## src/rtl/mmio_responder_if.sv

```systemverilog
`default_nettype none
// ============================================================================
// Module   : mmio_responder_if
// Brief    : Request/response bundle between the LSU uncachable IO path and
//            the MMIO responder (initiator = master, responder = slave).
// Revision : 1.0 - initial release
// ============================================================================
interface mmio_responder_if;
    logic        reqValid;
    logic        reqReady;
    logic        reqWrite;
    logic [28:0] reqAddr;   // {isUncachable, isIO, addr[26:0]}
    logic [31:0] reqWData;
    logic        rspValid;
    logic        rspReady;
    logic [31:0] rspData;
    logic        rspError;

    modport master (
        output reqValid, reqWrite, reqAddr, reqWData, rspReady,
        input  reqReady, rspValid, rspData, rspError
    );

    modport slave (
        input  reqValid, reqWrite, reqAddr, reqWData, rspReady,
        output reqReady, rspValid, rspData, rspError
    );
endinterface
`default_nettype wire

```

## src/rtl/mmio_responder.sv

```systemverilog
`default_nettype none
// ============================================================================
// Module   : mmio_responder
// Brief    : IO-region target: mtime/mtimecmp timer, serial byte FIFO and
//            gaze register. Gaze register present only with RSD_MMIO_GAZE_EN.
// Revision : 1.0 - initial release
// ============================================================================
module mmio_responder #(
    parameter int TIMER_DIV         = 1,
    parameter int SERIAL_FIFO_DEPTH = 8
) (
    input  wire               clk,
    input  wire               rst,
    mmio_responder_if.slave   bus,
    output logic              serialValid,
    output logic [7:0]        serialData,
    input  wire               serialReady,
    output logic [31:0]       gazeAddr,
    output logic              timerIrq
);

    localparam int c_addrW = (SERIAL_FIFO_DEPTH > 1) ? $clog2(SERIAL_FIFO_DEPTH) : 1;
    localparam int c_divW  = (TIMER_DIV > 1) ? $clog2(TIMER_DIV) : 1;

    localparam logic [c_divW-1:0]  c_divLast  = c_divW'(TIMER_DIV - 1);
    localparam logic [c_divW-1:0]  c_divOne   = c_divW'(1);
    localparam logic [c_addrW:0]   c_depthCnt = (c_addrW + 1)'(SERIAL_FIFO_DEPTH);
    localparam logic [c_addrW:0]   c_ptrOne   = (c_addrW + 1)'(1);

    // Word-address decode (raw addr[26:2])
    localparam logic [24:0] c_wMtimeLo = 25'h000_0000;
    localparam logic [24:0] c_wMtimeHi = 25'h000_0001;
    localparam logic [24:0] c_wCmpLo   = 25'h000_0002;
    localparam logic [24:0] c_wCmpHi   = 25'h000_0003;
    localparam logic [24:0] c_wSerial  = 25'h100_0000;
    localparam logic [24:0] c_wGaze    = 25'h100_0001;

    typedef enum logic [1:0] {
        IDLE  = 2'd0,
        SWAIT = 2'd1,
        RESP  = 2'd2
    } state_e;

    state_e            r_state;
    state_e            w_stateNext;

    logic [63:0]       r_mtime;
    logic [63:0]       r_mtimeCmp;
    logic [c_divW-1:0] r_divCnt;
    logic              r_timerIrq;
    logic [31:0]       r_rspData;
    logic              r_rspError;
    logic [7:0]        r_pendByte;

    logic [7:0]        r_fifoMem [SERIAL_FIFO_DEPTH];
    logic [c_addrW:0]  r_wrPtr;
    logic [c_addrW:0]  r_rdPtr;

    logic [26:0]       w_rawAddr;
    logic [24:0]       w_word;
    logic              w_isIO;
    logic              w_selMtimeLo;
    logic              w_selMtimeHi;
    logic              w_selCmpLo;
    logic              w_selCmpHi;
    logic              w_selSerial;
    logic              w_selGaze;
    logic              w_mapped;
    logic [31:0]       w_rdData;
    logic              w_accept;
    logic              w_wrEn;
    logic              w_push;
    logic [7:0]        w_pushData;
    logic              w_pop;
    logic [c_addrW:0]  w_fifoCount;
    logic              w_fifoFull;
    logic              w_fifoEmpty;
    logic              w_tick;
    logic              w_unusedBits;

    // ------------------------------------------------------------------------
    // Address decode
    // ------------------------------------------------------------------------
    assign w_rawAddr    = bus.reqAddr[26:0];
    assign w_isIO       = bus.reqAddr[27];
    assign w_word       = w_rawAddr[26:2];
    assign w_unusedBits = &{1'b0, bus.reqAddr[28], w_rawAddr[1:0]};

    assign w_selMtimeLo = w_isIO && (w_word == c_wMtimeLo);
    assign w_selMtimeHi = w_isIO && (w_word == c_wMtimeHi);
    assign w_selCmpLo   = w_isIO && (w_word == c_wCmpLo);
    assign w_selCmpHi   = w_isIO && (w_word == c_wCmpHi);
    assign w_selSerial  = w_isIO && (w_word == c_wSerial);

`ifdef RSD_MMIO_GAZE_EN
    logic [31:0] r_gaze;

    assign w_selGaze = w_isIO && (w_word == c_wGaze);
    assign gazeAddr  = r_gaze;

    always_ff @(posedge clk or posedge rst) begin
        if (rst) begin
            r_gaze <= 32'h0;
        end else if (w_wrEn && w_selGaze) begin
            r_gaze <= bus.reqWData;
        end
    end
`else
    assign w_selGaze = 1'b0;
    assign gazeAddr  = 32'h0;
`endif

    assign w_mapped = w_selMtimeLo | w_selMtimeHi | w_selCmpLo | w_selCmpHi
                    | w_selSerial  | w_selGaze;

    always_comb begin
        w_rdData = 32'h0;
        if (w_selMtimeLo) w_rdData = r_mtime[31:0];
        if (w_selMtimeHi) w_rdData = r_mtime[63:32];
        if (w_selCmpLo)   w_rdData = r_mtimeCmp[31:0];
        if (w_selCmpHi)   w_rdData = r_mtimeCmp[63:32];
        if (w_selSerial)  w_rdData = 32'(w_fifoCount);
        if (w_selGaze)    w_rdData = gazeAddr;
    end

    // ------------------------------------------------------------------------
    // Request FSM
    // ------------------------------------------------------------------------
    always_ff @(posedge clk or posedge rst) begin
        if (rst) begin
            r_state <= IDLE;
        end else begin
            r_state <= w_stateNext;
        end
    end

    always_comb begin
        w_stateNext = r_state;
        w_accept    = 1'b0;
        w_push      = 1'b0;
        w_pushData  = r_pendByte;
        case (r_state)
            IDLE: begin
                if (bus.reqValid) begin
                    w_accept = 1'b1;
                    if (bus.reqWrite && w_selSerial && w_fifoFull) begin
                        w_stateNext = SWAIT;
                    end else begin
                        w_stateNext = RESP;
                        if (bus.reqWrite && w_selSerial) begin
                            w_push     = 1'b1;
                            w_pushData = bus.reqWData[7:0];
                        end
                    end
                end
            end
            SWAIT: begin
                // A pop this cycle frees the head slot, so the push can land now.
                if (!w_fifoFull || w_pop) begin
                    w_push      = 1'b1;
                    w_stateNext = RESP;
                end
            end
            RESP: begin
                if (bus.rspReady) begin
                    w_stateNext = IDLE;
                end
            end
            default: w_stateNext = IDLE;
        endcase
    end

    assign w_wrEn       = w_accept && bus.reqWrite;
    assign bus.reqReady = (r_state == IDLE);
    assign bus.rspValid = (r_state == RESP);
    assign bus.rspData  = r_rspData;
    assign bus.rspError = r_rspError;

    always_ff @(posedge clk or posedge rst) begin
        if (rst) begin
            r_rspData  <= 32'h0;
            r_rspError <= 1'b0;
            r_pendByte <= 8'h0;
        end else if (w_accept) begin
            r_rspData  <= bus.reqWrite ? 32'h0 : w_rdData;
            r_rspError <= !w_mapped;
            r_pendByte <= bus.reqWData[7:0];
        end
    end

    // ------------------------------------------------------------------------
    // Timer
    // ------------------------------------------------------------------------
    assign w_tick   = (r_divCnt == c_divLast);
    assign timerIrq = r_timerIrq;

    always_ff @(posedge clk or posedge rst) begin
        if (rst) begin
            r_divCnt   <= '0;
            r_mtime    <= 64'h0;
            r_mtimeCmp <= 64'hFFFF_FFFF_FFFF_FFFF;
            r_timerIrq <= 1'b0;
        end else begin
            r_divCnt   <= w_tick ? '0 : (r_divCnt + c_divOne);
            r_timerIrq <= (r_mtime >= r_mtimeCmp);
            // A half-write overrides the tick entirely; no carry into the other half.
            if (w_wrEn && w_selMtimeLo) begin
                r_mtime <= {r_mtime[63:32], bus.reqWData};
            end else if (w_wrEn && w_selMtimeHi) begin
                r_mtime <= {bus.reqWData, r_mtime[31:0]};
            end else if (w_tick) begin
                r_mtime <= r_mtime + 64'd1;
            end
            if (w_wrEn && w_selCmpLo) r_mtimeCmp[31:0]  <= bus.reqWData;
            if (w_wrEn && w_selCmpHi) r_mtimeCmp[63:32] <= bus.reqWData;
        end
    end

    // ------------------------------------------------------------------------
    // Serial FIFO
    // ------------------------------------------------------------------------
    assign w_fifoCount = r_wrPtr - r_rdPtr;
    assign w_fifoFull  = (w_fifoCount == c_depthCnt);
    assign w_fifoEmpty = (w_fifoCount == '0);
    assign serialValid = !w_fifoEmpty;
    assign serialData  = w_fifoEmpty ? 8'h0 : r_fifoMem[r_rdPtr[c_addrW-1:0]];
    assign w_pop       = serialValid && serialReady;

    always_ff @(posedge clk or posedge rst) begin
        if (rst) begin
            r_wrPtr <= '0;
            r_rdPtr <= '0;
        end else begin
            if (w_push) r_wrPtr <= r_wrPtr + c_ptrOne;
            if (w_pop)  r_rdPtr <= r_rdPtr + c_ptrOne;
        end
    end

    always_ff @(posedge clk) begin
        if (w_push) begin
            r_fifoMem[r_wrPtr[c_addrW-1:0]] <= w_pushData;
        end
    end

endmodule
`default_nettype wire

```

## src/flat_wrapper.sv

```systemverilog
// flat-port wrapper written by rule: the top's interface ports become plain ports
module mmio_responder_flat 
#(
    parameter int TIMER_DIV         = 1,
    parameter int SERIAL_FIFO_DEPTH = 8
)
  (clk, rst, serialValid, serialData, serialReady, gazeAddr, timerIrq, bus_reqValid, bus_reqWrite, bus_reqAddr, bus_reqWData, bus_rspReady, bus_reqReady, bus_rspValid, bus_rspData, bus_rspError);
  mmio_responder_if bus_i ();
  input  wire clk;
  input  wire rst;
  output logic serialValid;
  output logic [7:0] serialData;
  input  wire serialReady;
  output logic [31:0] gazeAddr;
  output logic timerIrq;
  input wire logic [$bits(bus_i.reqValid)-1:0] bus_reqValid;
  input wire logic [$bits(bus_i.reqWrite)-1:0] bus_reqWrite;
  input wire logic [$bits(bus_i.reqAddr)-1:0] bus_reqAddr;
  input wire logic [$bits(bus_i.reqWData)-1:0] bus_reqWData;
  input wire logic [$bits(bus_i.rspReady)-1:0] bus_rspReady;
  output wire logic [$bits(bus_i.reqReady)-1:0] bus_reqReady;
  output wire logic [$bits(bus_i.rspValid)-1:0] bus_rspValid;
  output wire logic [$bits(bus_i.rspData)-1:0] bus_rspData;
  output wire logic [$bits(bus_i.rspError)-1:0] bus_rspError;
  assign bus_i.reqValid = bus_reqValid;
  assign bus_i.reqWrite = bus_reqWrite;
  assign bus_i.reqAddr = bus_reqAddr;
  assign bus_i.reqWData = bus_reqWData;
  assign bus_i.rspReady = bus_rspReady;
  assign bus_reqReady = bus_i.reqReady;
  assign bus_rspValid = bus_i.rspValid;
  assign bus_rspData = bus_i.rspData;
  assign bus_rspError = bus_i.rspError;
  mmio_responder #(.TIMER_DIV(TIMER_DIV), .SERIAL_FIFO_DEPTH(SERIAL_FIFO_DEPTH)) u_core (.clk(clk), .rst(rst), .bus(bus_i), .serialValid(serialValid), .serialData(serialData), .serialReady(serialReady), .gazeAddr(gazeAddr), .timerIrq(timerIrq));
endmodule
```

## config.mk

```make
export PLATFORM = sky130hd
export DESIGN_NAME = mmio_responder_flat
export DESIGN_NICKNAME = d
export VERILOG_FILES = /design/src/rtl/mmio_responder_if.sv /design/src/rtl/mmio_responder.sv /design/src/flat_wrapper.sv
export SDC_FILE = /design/constraint.sdc
export NUM_CORES = 1
export LEC_CHECK = 0
export CAP_MARGIN = 20
export CORE_MARGIN = 5
export CORE_UTILIZATION = 55
export DETAILED_ROUTE_END_ITERATION = 6
export GPL_ROUTABILITY_DRIVEN = 0
export PLACE_DENSITY_LB_ADDON = 0.2
export RECOVER_POWER = 100
export SKIP_LAST_GASP = 1
export SLEW_MARGIN = 20
export SYNTH_ARGS = -nofsm -noshare
export SYNTH_HDL_FRONTEND = slang
export SYNTH_SLANG_ARGS = --single-unit
```

## constraint.sdc

```tcl
create_clock -name clk -period 9.3 [get_ports clk]
set_input_delay 1.86 -clock clk [delete_from_list [all_inputs] [get_ports clk]]
set_output_delay 1.86 -clock clk [all_outputs]
set_load 0.01 [all_outputs]
```

==> results.cfg <==
[floorplanning]
die-area_um2 = 28510
rows = 58
dieHeight_um = 168.9
die_width_um = 168.9
pin_count = 144
fp.coreArea_um2 = 25040
initial_core_util = 0.5544

[clock_tree]
cts_resized = 0
cts_root_buf = clkbuf_16
clk_pin_slew_ps = 60
cts_max_level = 1
clk_path_buf_depth = 3
numCtsBuffers = 27
clk_latency_ps = 550
post_cts_buffers = 0
cts_tree = built
holdBufCountCts = 0
clock_sinks = 244

[yosys]
synth_largest_area_cell = dfrtp_1
async_reset_ff_frac = 0.7377
netlist_area_um2 = 13880
ys_types = 81
avgSynthCellArea_um2 = 10.27
yosysSeqAreaShare = 0.4688
synth.most_common_cell = nand2_1
synthCells = 1352
synth_top_area_frac = 0.2091
synthTopCellsByArea = dfrtp_1, edfxtp_1, dfstp_2
synth_commonest_cells = nand2_1, dfrtp_1, nor2_1
synth_edf_count = 64
yosys_most_used_dff = dfrtp_1
synth-seq-cells = 244
yosys_warnings = 0

[routing]
dr.first_iter.drc_count = 1065
ant_nets = 0
firstDrtPassIters = 5
detail_route.wl_per_cell_um = 21.23
viasPerCell = 6.173
drc = 0
vias = 11100
drt-total-wl_mm = 38.17

[cells_and_area]
layout-drive-gt1-share = 0.1369
antenna_cells = 0
fin_nets = 1585
area_delta_synth_final_pct = 14.28
final_cell_area_um2 = 15860
final_util = 0.6335

[critical_path]
r2r-start = u_core.r_state[1]
crit_type = in -> reg
arrival_ps = 7340
crit_fanout = 31
worstReg2RegEnd = u_core.r_mtime[6]
endpoint_kind = register
start_kind = input pin
r2r_slack_ps = 3820
worstRegToRegCells = 6
crit_start = bus_reqValid
critical_path_required_ps = 9730

[timing]
tightest_slew_ps = 3569
slew_headroom = -1.379
tns_ps = 0
min_period_ps = 6903
setup_viol = 0
timing.fmax_mhz = 144.9
fin_crit_sh = 0.7423
slew_violations = 229
rsz0062_at_grt = no
worst_clock_skew_ps = 17.09
final_hold_viol_count = 0

[worst_hold_path]
holdCritPathClass = reg -> reg
hp-start = u_core.bus.rspData[1]
hold_path_depth = 2
min_to = u_core.bus.rspData[1]

[power_and_ir_drop]
intPower_mw = 1.837
clkPwrFrac = 0.421
p_leak_nw = 6.841
p_comb_frac = 0.118
irDropWorstVdd_v = 0.0001467
p_seq_frac = 0.461
powerDensity_nw_per_um2 = 154.6
netSwitchingFraction = 0.2510
p_switching_mw = 0.6154

[run_status]
violations = capacitance limit, slew limit
outcome = finished with violations

[placement]
dpl.hpwl_mm = 26.15
place_area_um2 = 15110
port_buffers = 108

[global_routing]
antenna_found_initial = 0
grt_max_degree = 78
grt_pass1_vias = 10940
grt_overflow = 0
track_usage = 0.2654
grt_pass1_wl_mm = 60.63

[flow_run]
maxCapViolations = 6
-- placed cells by master, fill, tap and decap left out, types with 6 or more instances in the layout --
cell type	n
a211oi_1	36
a21o_1	21
a21oi_1	73
a22o_1	8
a22oi_1	6
a311oi_1	18
and2_1	7
and3_1	22
and4_1	13
buf_4	8
clkbuf_1	20
clkbuf_16	27
clkdlybuf4s50_1	59
clkinv_2	7
conb_1	32
dfrtp_1	116
dfstp_2	63
dlygate4sd3_1	48
edfxtp_1	64
ha_1	70
inv_1	79
mux2_2	35
mux2i_1	21
mux4_2	28
nand2_1	178
nand3_1	30
nand4_1	20
nor2_1	99
nor2b_1	6
nor3_1	31
nor3b_1	6
nor4_1	12
o211ai_1	12
o21ai_0	88
xnor2_1	6
-- layer usage --
layer / GRT usage / part of all wire / vias up
li1: - / - / 5078
met1: 0.3804 / 0.43 / 5483
met2: 0.4174 / 0.46 / 471
met3: 0.04764 / 0.085 / 67
met4: 0.07763 / 0.025 / 0
met5: 0 / 0 / -
-- sequential cells by signal, indices dropped and copies added (netlist names) --
register             flops
u_core.r_state           2
u_core.r_wrPtr           4
u_core.timerIrq          1
u_core.r_fifoMem        64
u_core.r_mtime          64
u_core.r_rdPtr           4
u_core.r_pendByte        8
u_core.bus.rspData      32
u_core.bus.rspError      1
u_core.r_mtimeCmp       64
-- cell families (layout without fill, tap and decap cells) --
| kind of cell | count (synthesis) | count (layout) | synth area share |
|---|---|---|---|
| buffers and inverters | 175 | 260 | 0.06058 |
| muxes | 84 | 84 | 0.08897 |
| DFF | 244 | 244 | 0.4688 |
| other | 1 | 32 | 0.0002702 |
| AOI/OAI and AO/OA | 311 | 311 | 0.1455 |
| xor gates and xnor gates | 8 | 8 | 0.005048 |
| and+or+nand+nor | 458 | 458 | 0.1663 |
| adders and majority gates | 71 | 71 | 0.06455 |
-- stage by stage --
stage	std cells	hold WS [ps]	setup slack, ps	total power, mW
after floorplan	1383	445.5	2659	1.320
after global placement	1747	459.1	3714	1.444
after detailed placement	1747	464.8	3635	1.452
after CTS	1797	480.3	3077	2.476
after global routing	1798	509.5	2115	2.543
final	1798	479.2	2397	2.452
-- final cells by class --
cell class                 count  area, um^2
fill                        2104        9175
inverter                      81       305.3
clock buffer                  39       760.7
timing repair buffer         129        1192
clock inverter                11       85.08
sequential                   244        6506
tap                          330       412.9
multi-input combinational    964        6599
-- how the worst max path moves through the flow --
stage                            endpoint  slack, ps  cells past startpoint
floorplan           u_core.bus.rspData[0]       2660                      1
global placement              serialValid       3710                      7
detailed placement            serialValid       3640                      7
CTS                           serialValid       3080                      7
global route           u_core.r_mtime[40]       2120                      3
finish                  u_core.r_mtime[6]       2400                      7
-- critical path, cell delays in order --
cell and delay, ps:
dlygate4sd3_1 560, nor3b_1 1500, nand3_1 630, nor3_4 300
clkbuf_1 1130, nand2_1 820, o221a_2 510
-- power groups by stage --
stage                     registers, mW  clock network [mW]  logic, mW
after global routing               1.13                1.09      0.322
after global placement             1.15                   0      0.295
after CTS                          1.13                1.04      0.304
final                              1.13                1.03      0.290
after floorplan                    1.15                   0      0.172
after detailed placement           1.15                   0      0.303
Note: power is estimated with default switching activity, not from simulation.
